[src/rtl/vga_timing_monitor.sv]
// vga_timing_monitor: recovers pixel position from a VGA stream, checks timing, locks and checksums frames
// Inputs : clk, rst (async, active high), vga_clk (pixel clock sampled as data),
//          hsync/vsync (active low), blank_n, rgb {R,G,B}, err_clr
// Outputs: x_pos/y_pos/pixel_rgb qualified by pixel_valid, locked, frame_done pulse,
//          frame_count, frame_sum, sticky err_flags {blank, frame length, line length}
module vga_timing_monitor #(
  parameter int H_SYNC   = 96,
  parameter int H_BP     = 48,
  parameter int H_ACTIVE = 640,
  parameter int H_TOTAL  = 800,
  parameter int V_SYNC   = 2,
  parameter int V_BP     = 33,
  parameter int V_ACTIVE = 480,
  parameter int V_TOTAL  = 525
) (
  input  logic        clk,
  input  logic        rst,
  input  logic        vga_clk,
  input  logic        hsync,
  input  logic        vsync,
  input  logic        blank_n,
  input  logic [23:0] rgb,
  input  logic        err_clr,
  output logic [9:0]  x_pos,
  output logic [9:0]  y_pos,
  output logic        pixel_valid,
  output logic [23:0] pixel_rgb,
  output logic        locked,
  output logic        frame_done,
  output logic [15:0] frame_count,
  output logic [31:0] frame_sum,
  output logic [2:0]  err_flags
);
  localparam logic [9:0]  H_ST  = 10'(H_SYNC + H_BP);
  localparam logic [9:0]  H_END = 10'(H_SYNC + H_BP + H_ACTIVE);
  localparam logic [9:0]  V_ST  = 10'(V_SYNC + V_BP);
  localparam logic [9:0]  V_END = 10'(V_SYNC + V_BP + V_ACTIVE);
  localparam logic [10:0] H_LEN = 11'(H_TOTAL);
  localparam logic [10:0] V_LEN = 11'(V_TOTAL);
  typedef enum logic [1:0] {UNLOCKED, SEEK, LOCKED} state_t;
  state_t      state_q, state_d;
  logic        vga_prev_q, tick_q, hs_q, hs_prev_q, vs_q, vs_prev_q, bl_q;
  logic        hs_d, hs_prev_d, vs_d, vs_prev_d, bl_d, tick;
  logic [23:0] rgb_q, rgb_d, pixel_rgb_q, pixel_rgb_d;
  logic        h_seen_q, h_seen_d, v_seen_q, v_seen_d, seek_q, seek_d;
  logic [9:0]  h_cnt_q, h_cnt_d, line_cnt_q, line_cnt_d, h_next, line_next;
  logic [9:0]  x_pos_q, x_pos_d, y_pos_q, y_pos_d;
  logic [31:0] acc_q, acc_d, frame_sum_q, frame_sum_d, add, sum_now;
  logic [15:0] frame_count_q, frame_count_d;
  logic [2:0]  err_q, err_d, new_err;
  logic        h_fall, v_fall, active, pv, fdone, pv_q, fdone_q;
  always_comb begin
    tick        = vga_clk & ~vga_prev_q;
    hs_d        = tick ? hsync : hs_q;
    hs_prev_d   = tick ? hs_q : hs_prev_q;
    vs_d        = tick ? vsync : vs_q;
    vs_prev_d   = tick ? vs_q : vs_prev_q;
    bl_d        = tick ? blank_n : bl_q;
    rgb_d       = tick ? rgb : rgb_q;
    // sampled values land one clk after the tick; counting happens on that delayed tick
    h_fall      = tick_q & hs_prev_q & ~hs_q;
    v_fall      = tick_q & vs_prev_q & ~vs_q;
    h_next      = h_fall ? 10'd0 : (&h_cnt_q ? h_cnt_q : h_cnt_q + 10'd1);
    line_next   = v_fall ? 10'd0 : ((h_fall && !(&line_cnt_q)) ? line_cnt_q + 10'd1 : line_cnt_q);
    active      = (h_next >= H_ST) && (h_next < H_END) && (line_next >= V_ST) && (line_next < V_END);
    new_err[0]  = h_fall & h_seen_q & (({1'b0, h_cnt_q} + 11'd1) != H_LEN);
    new_err[1]  = v_fall & v_seen_q & (({1'b0, line_cnt_q} + {10'd0, h_fall}) != V_LEN);
    new_err[2]  = tick_q & (state_q == LOCKED) & (bl_q != active);
    pv          = tick_q & (state_q == LOCKED) & bl_q;
    fdone       = v_fall & (state_q == LOCKED);
    h_cnt_d     = tick_q ? h_next : h_cnt_q;
    line_cnt_d  = tick_q ? line_next : line_cnt_q;
    h_seen_d    = h_seen_q | h_fall;
    v_seen_d    = v_seen_q | v_fall;
    add         = pv ? 32'(rgb_q[23:16]) + 32'(rgb_q[15:8]) + 32'(rgb_q[7:0]) : 32'd0;
    sum_now     = acc_q + add;
    acc_d       = fdone ? 32'd0 : sum_now;
    frame_sum_d = fdone ? sum_now : frame_sum_q;
    frame_count_d = frame_count_q + {15'd0, fdone};
    x_pos_d     = pv ? h_next - H_ST : x_pos_q;
    y_pos_d     = pv ? line_next - V_ST : y_pos_q;
    pixel_rgb_d = pv ? rgb_q : pixel_rgb_q;
    // a fresh error beats a simultaneous clear
    err_d       = (err_clr ? 3'd0 : err_q) | new_err;
    state_d     = state_q;
    seek_d      = seek_q;
    if (state_q == UNLOCKED) begin
      state_d = v_fall ? SEEK : UNLOCKED;
      seek_d  = 1'b0;
    end else if (|new_err) begin
      state_d = UNLOCKED;
    end else if (state_q == SEEK && v_fall) begin
      state_d = seek_q ? LOCKED : SEEK;
      seek_d  = 1'b1;
    end
  end
  always_ff @(posedge clk or posedge rst) begin
    if (rst) begin
      state_q       <= UNLOCKED;
      vga_prev_q    <= 1'b0;
      tick_q        <= 1'b0;
      hs_q          <= 1'b0;
      hs_prev_q     <= 1'b0;
      vs_q          <= 1'b0;
      vs_prev_q     <= 1'b0;
      bl_q          <= 1'b0;
      rgb_q         <= '0;
      h_seen_q      <= 1'b0;
      v_seen_q      <= 1'b0;
      seek_q        <= 1'b0;
      h_cnt_q       <= '0;
      line_cnt_q    <= '0;
      acc_q         <= '0;
      frame_sum_q   <= '0;
      frame_count_q <= '0;
      x_pos_q       <= '0;
      y_pos_q       <= '0;
      pixel_rgb_q   <= '0;
      err_q         <= '0;
      pv_q          <= 1'b0;
      fdone_q       <= 1'b0;
    end else begin
      state_q       <= state_d;
      vga_prev_q    <= vga_clk;
      tick_q        <= tick;
      hs_q          <= hs_d;
      hs_prev_q     <= hs_prev_d;
      vs_q          <= vs_d;
      vs_prev_q     <= vs_prev_d;
      bl_q          <= bl_d;
      rgb_q         <= rgb_d;
      h_seen_q      <= h_seen_d;
      v_seen_q      <= v_seen_d;
      seek_q        <= seek_d;
      h_cnt_q       <= h_cnt_d;
      line_cnt_q    <= line_cnt_d;
      acc_q         <= acc_d;
      frame_sum_q   <= frame_sum_d;
      frame_count_q <= frame_count_d;
      x_pos_q       <= x_pos_d;
      y_pos_q       <= y_pos_d;
      pixel_rgb_q   <= pixel_rgb_d;
      err_q         <= err_d;
      pv_q          <= pv;
      fdone_q       <= fdone;
    end
  end
  assign x_pos       = x_pos_q;
  assign y_pos       = y_pos_q;
  assign pixel_valid = pv_q;
  assign pixel_rgb   = pixel_rgb_q;
  assign locked      = (state_q == LOCKED);
  assign frame_done  = fdone_q;
  assign frame_count = frame_count_q;
  assign frame_sum   = frame_sum_q;
  assign err_flags   = err_q;
endmodule

[config.mk]
export PLATFORM = sky130hd
export DESIGN_NAME = vga_timing_monitor
export DESIGN_NICKNAME = d
export VERILOG_FILES = /design/src/rtl/vga_timing_monitor.sv
export SDC_FILE = /design/constraint.sdc
export NUM_CORES = 1
export LEC_CHECK = 0
export CAP_MARGIN = 20
export CORE_ASPECT_RATIO = 0.8
export CORE_UTILIZATION = 50
export CTS_BUF_LIST = sky130_fd_sc_hd__clkbuf_8
export DETAILED_ROUTE_END_ITERATION = 6
export DONT_BUFFER_PORTS = 1
export PLACE_DENSITY = 0.7
export SKIP_CTS_REPAIR_TIMING = 1
export SLEW_MARGIN = 30
export SYNTH_ARGS = -nofsm -noshare
export SYNTH_HDL_FRONTEND = slang
export SYNTH_SLANG_ARGS = --single-unit
[constraint.sdc]
create_clock -name clk -period 9.45 [get_ports clk]
set_input_delay 1.4175 -clock clk [delete_from_list [all_inputs] [get_ports clk]]
set_output_delay 1.4175 -clock clk [all_outputs]
set_load 0.01 [all_outputs]
==> results.py <==
metrics = {
    "layout": {
        "drive_above_1_share_pct": 9.25,
        "fill_cells": 1538,
        "multi_input_area_um2": 4080,
        "final_nets": 952,
        "fin_util_pct": 54.7,
        "num_antenna_cells": 0,
        "seq_area_um2": 4630,
        "syn2layout_area_growth_pct": 6.16,
    },
    "clocking": {
        "htreeDepth": 4,
        "clkTransAtPathRegs_ns": 0.09,
        "cts_tree": "built",
        "clock-sinks": 185,
        "insertion_delay_ns": 0.46,
        "cts_made_buffers": 17,
        "root_buffer": "clkbuf_8",
        "clockBufferDepth": 2,
    },
    "route": {
        "first_iter_violations": 372,
        "wirelength_mm": 19.3,
        "wl_per_cell_um": 17.2,
        "vias_per_cell": 5.60,
        "vias": 6283,
        "first_pass_iters": 6,
        "antenna_left": 0,
        "drc": 10,
    },
    "synthesis": {
        "yosysSeqAreaShare_pct": 51.4,
        "yosys_warnings": 0,
        "synth_edf_count": 0,
        "ys.flop_type": "dfrtp_1",
        "synth.net_count": 966,
        "avgSynthCellArea_um2": 10.0,
        "async_flop_share_pct": 100,
        "synth-seq-cells": 185,
        "synthCells": 899,
        "syn_area_um2": 9010,
        "synth.distinct_cells": 68,
    },
    "global_route": {
        "grt_busiest_layer": "met2",
        "overflow": 0,
        "gr-usage-met2_pct": 31.8,
        "antenna_found_initial": 0,
        "grt_max_degree": 124,
        "grt_pass1_wl_mm": 32.1,
        "track_usage_pct": 21.9,
        "met1_usage_pct": 31.6,
        "grt_pass1_vias": 6258,
        "met3_usage_pct": 6.62,
    },
    "floorplan": {
        "num_rows": 43,
        "fp.dieH_um": 122,
        "die_w_um": 152,
        "design.core.area_um2": 17500,
        "die_area_um2": 18600,
        "initial_utilization_pct": 51.5,
        "ios": 129,
    },
    "pwr": {
        "p_leak_uw": 0.00457,
        "peakVddDrop_v": 0.0000955,
        "power_density_nw_per_um2": 182,
    },
    "outcome": {
        "violations": "design-rule violations",
        "status": "finished with violations",
    },
    "timing": {
        "relSlewSlack_pct": 41.7,
        "worstMarginPinSlew_ns": 0.871,
        "fmax_mhz": 223,
        "setup-tns-final_ns": 0,
        "fin_crit_ns": 4.48,
        "finClkSkew_ns": 0.0130,
        "setup_viol": 0,
        "rsz0062_at_grt": "false",
        "finalHoldViolations": 0,
        "final_max_slew_viol_count": 0,
        "period_share_pct": 47.4,
    },
    "critical_path": {
        "cp-end-kind": "flop",
        "worstPathRequired_ns": 9.83,
        "path_class": "reg2reg",
        "r2r_slack_ns": 4.97,
        "worst-path-max-fanout": 10,
        "start_kind": "flop",
        "arrival_ns": 4.87,
    },
    "placed_design": {
        "dp.final_hpwl_mm": 13.2,
        "io_buffers": 0,
        "gp_congestion": 0.877,
    },
    "flow_run": {
        "cap_violations": 0,
    },
    "worst_hold_path": {
        "worstHoldPathType": "reg2reg",
    },
}
-- through the flow --
step / std cells / setup slack (ns) / power (µW) / hold slack (ns) / instance area, µm²
after CTS: 1121 / 4.96 / 1760 / 0.476 / 9540
after floorplan: 899 / 3.00 / 1140 / 0.435 / 9010
after detailed placement: 1090 / 4.96 / 1220 / 0.455 / 9150
after global routing: 1122 / 4.53 / 1840 / 0.493 / 9570
after global placement: 1090 / 4.98 / 1210 / 0.452 / 9150
final: 1122 / 4.97 / 1740 / 0.479 / 9570
-- logic make-up after synthesis --
| kind of cell | after synthesis | share of synthesized area, % |
|---|---|---|
| DFF | 185 | 51.4 |
| and+or+nand+nor | 350 | 18.1 |
| muxes | 32 | 3.90 |
| buffers and inverters | 70 | 3.55 |
| adders and majority gates | 36 | 5.83 |
| AOI/OAI and AO/OA | 162 | 11.0 |
| xor gates and xnor gates | 64 | 6.22 |
-- synth_stat cells, types with 14 or more instances --
cell	n	share of area (%)
xor2_1	37	3.6
nor2_1	74	3.1
and3_1	14	0.97
nand2_1	150	6.2
ha_1	26	3.6
mux2_2	25	3.1
clkbuf_1	29	1.2
o21ai_0	76	4.2
dfrtp_1	185	51
inv_1	29	1.2
a21oi_1	20	1.1
nand3_1	41	2.3
xnor2_1	27	2.6
-- where the power goes --
| part | leakage (µW) | internal [µW] | switching, µW |
|---|---|---|---|
| clock network | 0.000201 | 244 | 292 |
| logic | 0.00187 | 136 | 163 |
| registers | 0.00250 | 843 | 64.6 |
-- layout by cell type, fill, tap and decap left out, types with 25 or more instances in the layout --
cell type / synthesis / final
nand2_1: 150 / 149
dfrtp_1: 185 / 185
o21ai_0: 76 / 76
ha_1: 26 / 26
inv_1: 29 / 27
xnor2_1: 27 / 27
mux2_2: 25 / 25
nor2_1: 74 / 74
xor2_1: 37 / 37
nand3_1: 41 / 40
-- worst max-delay path: stages, from the launching register on --
cell      delay, ns
dfrtp_1        0.37
inv_1          0.11
fa_1           0.43
inv_1          0.07
ha_1           0.16
inv_1          0.06
fa_1           0.37
nor2b_1        0.15
o21ai_0        0.09
nand2b_1       0.12
xnor2_1        0.13
nor2_1         0.06
ha_1           0.37
o21ai_0        0.10
a21oi_1        0.19
nand3_1        0.11
o211ai_1       0.71
nand2_1        0.22
or3_1          0.41
a31oi_1        0.17
-- cell type report --
cell class | count | share of cell area, %
well taps | 225 | 2.94
flip-flops and latches | 185 | 48.4
inverters | 31 | 1.29
clock buffers | 18 | 2.59
repair buffers | 6 | 0.680
multi-input cells | 644 | 42.6
clock inverters | 13 | 1.49
-- registers in the layout (all words and copies together) (netlist names), 2 cells and up --
name and cells:
acc_q 32, frame_sum 32, pixel_rgb 24, rgb_q 24, frame_count 16, h_cnt_q 10, line_cnt_q 10, x_pos 10
y_pos 10, err_flags 3, state_q 2
-- metal layers --
| layer | share of wire (%) | routed length (µm) | up-vias |
|---|---|---|---|
| li1 | - | - | 3059 |
| met1 | 48 | 9360 | 3052 |
| met2 | 43 | 8350 | 156 |
| met3 | 7.0 | 1350 | 16 |
| met4 | 1.2 | 239 | 0 |
| met5 | 0 | 0 | - |
-- worst paths after layout --
| kind | endpoint | cells after the start | from |
|---|---|---|---|
| max in group asynchronous | frame_count[13]$_DFF_PP0_ | 2 | rst |
| hold / removal | v_seen_q$_DFF_PP0_ | 1 | v_seen_q$_DFF_PP0_ |
| min in group asynchronous | hs_q$_DFFE_PP0P_ | 1 | rst |
| hold reg to reg | v_seen_q$_DFF_PP0_ | 1 | v_seen_q$_DFF_PP0_ |
| setup / recovery | frame_sum[31]$_DFFE_PP0P_ | 19 | rgb_q[9]$_DFFE_PP0P_ |
| setup reg to reg | frame_sum[31]$_DFFE_PP0P_ | 19 | rgb_q[9]$_DFFE_PP0P_ |
Note: power is estimated with default switching activity, not from simulation.
